**config.mk**
```make
export PLATFORM = sky130hd
export DESIGN_NAME = if_id_buffer
export DESIGN_NICKNAME = d
export VERILOG_FILES = /design/src/rtl/if_id_buffer.sv
export SDC_FILE = /design/constraint.sdc
export NUM_CORES = 1
export LEC_CHECK = 0
export CELL_PAD_IN_SITES_DETAIL_PLACEMENT = 1
export CELL_PAD_IN_SITES_GLOBAL_PLACEMENT = 2
export CORE_MARGIN = 10
export CORE_UTILIZATION = 33
export CTS_BUF_LIST = sky130_fd_sc_hd__clkbuf_16
export CTS_CLUSTER_SIZE = 40
export DETAILED_ROUTE_END_ITERATION = 10
export MAX_ROUTING_LAYER = met4
export PLACE_DENSITY = 0.9
export SLEW_MARGIN = 40
export SYNTH_ARGS = -nofsm -noshare
export SYNTH_HDL_FRONTEND = slang
export SYNTH_SLANG_ARGS = --single-unit
```
**constraint.sdc**
```tcl
create_clock -name clk -period 9.4 [get_ports clk]
set_clock_uncertainty 0.2 [all_clocks]
set_input_delay 2.82 -clock clk [delete_from_list [all_inputs] [get_ports clk]]
set_output_delay 2.82 -clock clk [all_outputs]
set_load 0.05 [all_outputs]
```
**src/rtl/if_id_buffer.sv**
```systemverilog
`default_nettype none
// ============================================================================
//  Module   : if_id_buffer
//  Purpose  : IF/ID pipeline buffer. A DEPTH-entry FIFO of {pc, instr} pairs
//             with valid/ready handshakes on both sides. flush_i discards all
//             held entries and any entry presented in the same cycle.
//             if_ready_o comes from registered state only, so decode
//             back-pressure never reaches fetch combinationally.
//  Options  : define IF_ID_BUFFER_PERF_CNT_EN to add the flush_drop_cnt_o and
//             stall_cnt_o saturating performance counters.
//  Revision : 1.0 - initial release
// ============================================================================
module if_id_buffer #(
    parameter int ADDR_WIDTH  = 32,
    parameter int INSTR_WIDTH = 32,
    parameter int DEPTH       = 2
) (
    input  logic                   clk,
    input  logic                   rst,
    input  logic                   if_valid_i,
    input  logic [ADDR_WIDTH-1:0]  if_pc_i,
    input  logic [INSTR_WIDTH-1:0] if_instr_i,
    output logic                   if_ready_o,
    input  logic                   flush_i,
    output logic                   id_valid_o,
    output logic [ADDR_WIDTH-1:0]  id_pc_o,
    output logic [INSTR_WIDTH-1:0] id_instr_o,
    input  logic                   id_ready_i
`ifdef IF_ID_BUFFER_PERF_CNT_EN
    ,
    output logic [31:0]            flush_drop_cnt_o,
    output logic [31:0]            stall_cnt_o
`endif
);

    localparam int PTR_W = $clog2(DEPTH);
    localparam int CNT_W = PTR_W + 1;
    localparam logic [CNT_W-1:0] FULL_CNT = CNT_W'(DEPTH);

    logic [ADDR_WIDTH-1:0]  pc_mem_q    [DEPTH];
    logic [INSTR_WIDTH-1:0] instr_mem_q [DEPTH];

    logic [PTR_W-1:0] wr_ptr_q, wr_ptr_d;
    logic [PTR_W-1:0] rd_ptr_q, rd_ptr_d;
    logic [CNT_W-1:0] count_q,  count_d;

    logic push;
    logic pop;

    // Handshake qualification: flush suppresses both push and pop
    assign if_ready_o = (count_q != FULL_CNT);
    assign id_valid_o = (count_q != '0);
    assign push       = if_valid_i && if_ready_o && !flush_i;
    assign pop        = id_valid_o && id_ready_i && !flush_i;

    // Head entry is masked to zero while empty so no stale or X data leaks out
    assign id_pc_o    = id_valid_o ? pc_mem_q[rd_ptr_q]    : '0;
    assign id_instr_o = id_valid_o ? instr_mem_q[rd_ptr_q] : '0;

    // Next-state for pointers and occupancy
    always_comb begin
        wr_ptr_d = wr_ptr_q;
        rd_ptr_d = rd_ptr_q;
        count_d  = count_q;
        if (flush_i) begin
            wr_ptr_d = '0;
            rd_ptr_d = '0;
            count_d  = '0;
        end else begin
            if (push) begin
                wr_ptr_d = wr_ptr_q + PTR_W'(1);
            end
            if (pop) begin
                rd_ptr_d = rd_ptr_q + PTR_W'(1);
            end
            if (push && !pop) begin
                count_d = count_q + CNT_W'(1);
            end else if (pop && !push) begin
                count_d = count_q - CNT_W'(1);
            end
        end
    end

    // Pointer and occupancy registers; reset overrides everything
    always_ff @(posedge clk) begin
        if (rst) begin
            wr_ptr_q <= '0;
            rd_ptr_q <= '0;
            count_q  <= '0;
        end else begin
            wr_ptr_q <= wr_ptr_d;
            rd_ptr_q <= rd_ptr_d;
            count_q  <= count_d;
        end
    end

    // Entry storage: only an accepted push writes, so held data is never disturbed
    always_ff @(posedge clk) begin
        if (push && !rst) begin
            pc_mem_q[wr_ptr_q]    <= if_pc_i;
            instr_mem_q[wr_ptr_q] <= if_instr_i;
        end
    end

`ifdef IF_ID_BUFFER_PERF_CNT_EN
    logic [31:0] flush_drop_cnt_q, flush_drop_cnt_d;
    logic [31:0] stall_cnt_q,      stall_cnt_d;
    logic [32:0] drop_sum;

    // Saturating counter updates: dropped entries per flush, and stalled fetch cycles
    always_comb begin
        drop_sum         = {1'b0, flush_drop_cnt_q} + 33'(count_q) + 33'(if_valid_i);
        flush_drop_cnt_d = flush_drop_cnt_q;
        stall_cnt_d      = stall_cnt_q;
        if (flush_i) begin
            flush_drop_cnt_d = drop_sum[32] ? 32'hFFFF_FFFF : drop_sum[31:0];
        end
        if (if_valid_i && !if_ready_o && (stall_cnt_q != 32'hFFFF_FFFF)) begin
            stall_cnt_d = stall_cnt_q + 32'd1;
        end
    end

    // Performance counter registers
    always_ff @(posedge clk) begin
        if (rst) begin
            flush_drop_cnt_q <= '0;
            stall_cnt_q      <= '0;
        end else begin
            flush_drop_cnt_q <= flush_drop_cnt_d;
            stall_cnt_q      <= stall_cnt_d;
        end
    end

    assign flush_drop_cnt_o = flush_drop_cnt_q;
    assign stall_cnt_o      = stall_cnt_q;
`endif

endmodule
`default_nettype wire

```
# == Word level (Yosys, flattened, before mapping) ==
# Memories as Yosys holds them, arrays and structs flattened. A register that Yosys moved wholly into a read port is not among the register bits.
# Index checks and enable logic that the tools add are counted.
# word_totals
register_bits,4
latch_bits,0
ram_bits,128
rom_bits,0
out_inout_bits,66
elab_cells,34
n_memories,2
# op_classes
add_sub_neg,4
multipliers,0
n_div,0
n_lt_le_gt_ge,0
eq_ne,1
shifts,0
n_mux,10
bitwise_logic,0
n_reduce_logical,14
# memory_table
memory,depth,width,read_ports,rd_clocked_by_memory_dff,wr,line_no,text
instr_mem_q,2,32,1,1,1,41,logic [INSTR_WIDTH-1:0] instr_mem_q [DEPTH];
pc_mem_q,2,32,1,1,1,40,logic [ADDR_WIDTH-1:0] pc_mem_q [DEPTH];
# ops
op,count
32-bit two-way mux,2
1-bit logical AND,7
1-bit two-way mux,6
1-bit logical NOT,4
2-bit two-way mux,2
2-bit nonzero test,2
"1-bit adder, second input constant",2
"2-bit by 1-bit adder with 2-bit output, second input constant",1
"2-bit != test, second input constant",1
2-bit OR reduction,1
"2-bit by 1-bit subtractor with 2-bit output, second input constant",1

# == Depth between registers and ports, before layout ==
# depth
ltp_word,7
depth_mapped,7
mapped_depth_nobuf,7

# == Worst setup path after synthesis ==
# Ideal clock, no wire load.
# synth_path
path_kind,input to register
startpoint,input flush_i
endpoint,memory instr_mem_q[0][0] (enable)
arrival_time_ns,7.614
required_ns,8.635
path_slack_ns,1.022
cell_stages,3
path_cell_list,or2_2 clkbuf_1 nor3_1
# synth_via
elab_chain_cells,5
# synth_rtl
element,line_no,text
"start, declared",24,"input logic flush_i,"
1-bit logical NOT,53,assign push = if_valid_i && if_ready_o && !flush_i;
1-bit logical AND,53,
1-bit logical AND,99,if (push && !rst) begin
1-bit two-way mux,99,
1-bit two-way mux (implied by the code),101,instr_mem_q[wr_ptr_q] <= if_instr_i;
"end, declared",41,
# Every way passes these cells.

# == Worst setup path after layout ==
# layout_path
startpoint,register count_q[0]
endpoint,output id_instr_o[13]
# layout_via
elab_chain_cells,2
# layout_rtl
element,line_no,text
"start, declared",45,"logic [CNT_W-1:0] count_q, count_d;"
"start signal, assigned",93,count_q <= count_d;
2-bit nonzero test,52,assign id_valid_o = (count_q != '0);
32-bit two-way mux,58,assign id_instr_o = id_valid_o ? instr_mem_q[rd_ptr_q] : '0;
"end, declared",27,"output logic [INSTR_WIDTH-1:0] id_instr_o,"
# Every way passes these cells.

==> run summary <==
register area share after synthesis -> 78.1%
overflow left after global routing -> 0
Tot Pwr -> 1.41 mW
post-synthesis instance area -> 5050 um^2
Starting DRT DRC Count -> 91
maxcap violations -> 0
final hold vios -> 0
final-layout setup total negative slack -> 0 ns
Total GRT Usage -> 12.2%
final period utilization -> 60.9%
largest net degree at the start of global routing -> 46
CTS sink count -> 133
die height -> 144 um
CTS tree -> done
measured slew at the worst slew-check pin -> 0.545 ns
Crit. End Element -> output port
Post-Route WL -> 11900 um
maximum net fanout on the critical path -> 45
growth of design area from synthesis to finish -> 42.6%
number of global-route vias before repair -> 3369
number of fill cells in the layout -> 1503
CP Launch Type -> register
commonest non-fill, non-tap cells in the layout -> 134 x sky130_fd_sc_hd__clkdlybuf4s50_1, 128 x sky130_fd_sc_hd__edfxtp_1, 68 x sky130_fd_sc_hd__nor2_1, 64 x sky130_fd_sc_hd__mux2i_1, 17 x sky130_fd_sc_hd__clkbuf_16
leading cell types by total area after synthesis -> sky130_fd_sc_hd__edfxtp_1 76%, sky130_fd_sc_hd__mux2i_1 13%, sky130_fd_sc_hd__nor2_1 5.1%
ratio of cells with drive above 1 in the final layout -> 8.95%
wire length per cell after detailed routing -> 18.4 um
maximum root-to-sink buffer count -> 2
minimum clock period -> 5.72 ns
Setup CP Type -> register to output port
number of rows created at floorplan -> 45
Synth area leader -> sky130_fd_sc_hd__edfxtp_1
Setup-failing EPs final -> 0
detailed-placement wirelength estimate -> 8160 um
IO buf count -> 134
maximum operating frequency -> 175 MHz
area fraction of the dominant cell type after synthesis -> 76.1%
Ys Warns -> 0
kind of path behind the tightest hold check -> register to register
total nets after synthesis -> 370
initial antenna violation count -> 0
Max Transition Viols Final -> 0
antenna cell count -> 0
number of vias in the routed layout -> 2975
vias per inst -> 4.61
global-route wire length before repair -> 18500 um
count of flip-flops with a built-in enable after synthesis -> 128
post-CTS setup-driven buffer insertion count -> 0
arrival time reported for the critical path endpoint -> 2.70 ns
cell leakage power -> 2.29 nW
routability congestion estimate -> 0.708
remaining number of nets flagged by the antenna check after routing -> 0
post-synthesis async set-or-reset flop share -> 0%
1st-pass router iterations -> 4
synthesized area per cell -> 16.8 um^2
cell area power density -> 195 nW/um^2
Chip Width -> 144 um
area of the multi-input gates -> 1030 um^2
placeable core region -> 15100 um^2
clock-pin slew of the registers on the worst-case setup and hold paths -> 0.05 ns
number of flip-flops and latches in the synthesized netlist -> 133
post-CTS sizing -> 0
peak supply drop -> 0.128 mV
Worst Path Required -> 6.38 ns
commonest non-fill, non-tap cell in the layout -> sky130_fd_sc_hd__clkdlybuf4s50_1
number of unique standard cell types used by synthesis -> 19
number of buffers created by CTS -> 17
clock root buffer master -> sky130_fd_sc_hd__clkbuf_16
result of the run -> finished, final reports clean
remaining max-slew budget at the tightest pin -> 63.6%
number of I/O pins -> 135
area taken by flip-flops and latches -> 3950 um^2
post-cts hold buffer count -> 0
commonest register cell after synthesis -> sky130_fd_sc_hd__edfxtp_1
DRC violations left -> 0
number of H-tree branching levels -> 4
post-synthesis cell count -> 300
initial cell density of the core -> 33.5%
setup repair after global routing missed its margin -> no
die outline area -> 20700 um^2
Clock Latency Late Sink -> 0.40 ns
net count of the finished layout -> 515
cell families (layout without fill, tap and decap cells):
family / after synthesis / count (layout) / synth area share, %
mux: 64 / 64 / 12.7
flops: 133 / 133 / 78.1
fa+ha+maj: 1 / 1 / 0.248
xor+xnor: 3 / 3 / 0.520
compound gates: 5 / 5 / 0.545
simple gates: 77 / 77 / 5.99
buf+inv: 17 / 175 / 1.93
through the flow:
stage | hold WS, ns | instance area, um^2 | util (%) | instances | setup slack, ns
finish | 0.336 | 7200 | 47.7 | 646 | 3.68
global placement | 0.283 | 6580 | 43.6 | 610 | 3.98
floorplan | 0.272 | 5050 | - | 300 | 1.02
CTS | 0.337 | 7200 | 47.7 | 646 | 3.58
global route | 0.407 | 7200 | 47.7 | 646 | 3.45
detailed placement | 0.323 | 6660 | 44.1 | 614 | 4.03
report_power, final:
part	internal (mW)	leakage (nW)	switching, mW
registers	0.663	1.20	0.00354
logic	0.0593	0.828	0.0891
clock network	0.359	0.259	0.235
total	1.08	2.29	0.327
synthesized netlist by cell type, types with 2 or more instances:
master / number
sky130_fd_sc_hd__edfxtp_1: 128
sky130_fd_sc_hd__nor2_1: 69
sky130_fd_sc_hd__mux2i_1: 64
sky130_fd_sc_hd__buf_4: 7
sky130_fd_sc_hd__buf_2: 6
sky130_fd_sc_hd__dfxtp_1: 5
sky130_fd_sc_hd__xor2_1: 3
sky130_fd_sc_hd__a21oi_1: 2
sky130_fd_sc_hd__clkbuf_1: 2
sky130_fd_sc_hd__inv_1: 2
sky130_fd_sc_hd__nor3_1: 2
sky130_fd_sc_hd__o21ai_0: 2
sky130_fd_sc_hd__or2_2: 2
registers in the layout (all words and copies together), names as in the netlist, named ones only:
name	flops
count_q	2
instr_mem_q	64
pc_mem_q	64
rd_ptr_q	1
wr_ptr_q	1
per-layer routing:
metal  vias up  share of wire [%]  GRT usage, %
met5         -                  0             -
met4         0                1.2          4.67
met3        12                7.4          5.21
met2        86                 52          20.5
met1      1480                 39          12.5
li1       1397                  -             -
worst max-delay path, stage by stage (launching register included):
cell,delay [ns]
sky130_fd_sc_hd__dfxtp_1,0.37
sky130_fd_sc_hd__nor2_4,0.44
sky130_fd_sc_hd__buf_4,0.57
sky130_fd_sc_hd__nor2_1,0.15
sky130_fd_sc_hd__clkdlybuf4s50_1,0.74
area by class of cell:
type	instances	share of cell area (%)
clock buffers	17	5.91
clock inverters	15	1.62
inverters	2	0.104
multi-input cells	150	14.3
flip-flops and latches	133	54.8
well taps	188	3.27
repair buffers	141	20.0
final timing paths:
check / startpoint / endpoint / slack [ns] / depth (start not counted)
setup / recovery: count_q[0]$_SDFFE_PP0P_ / id_instr_o[13] / 3.68 / 4
hold / removal: rd_ptr_q$_SDFFE_PP0P_ / rd_ptr_q$_SDFFE_PP0P_ / 0.34 / 2
setup reg to reg: count_q[0]$_SDFFE_PP0P_ / pc_mem_q[0][31]$_DFFE_PP_ / 7.17 / 5
hold reg to reg: rd_ptr_q$_SDFFE_PP0P_ / rd_ptr_q$_SDFFE_PP0P_ / 0.34 / 2
No activity file was read; power rests on OpenSTA's default activity.
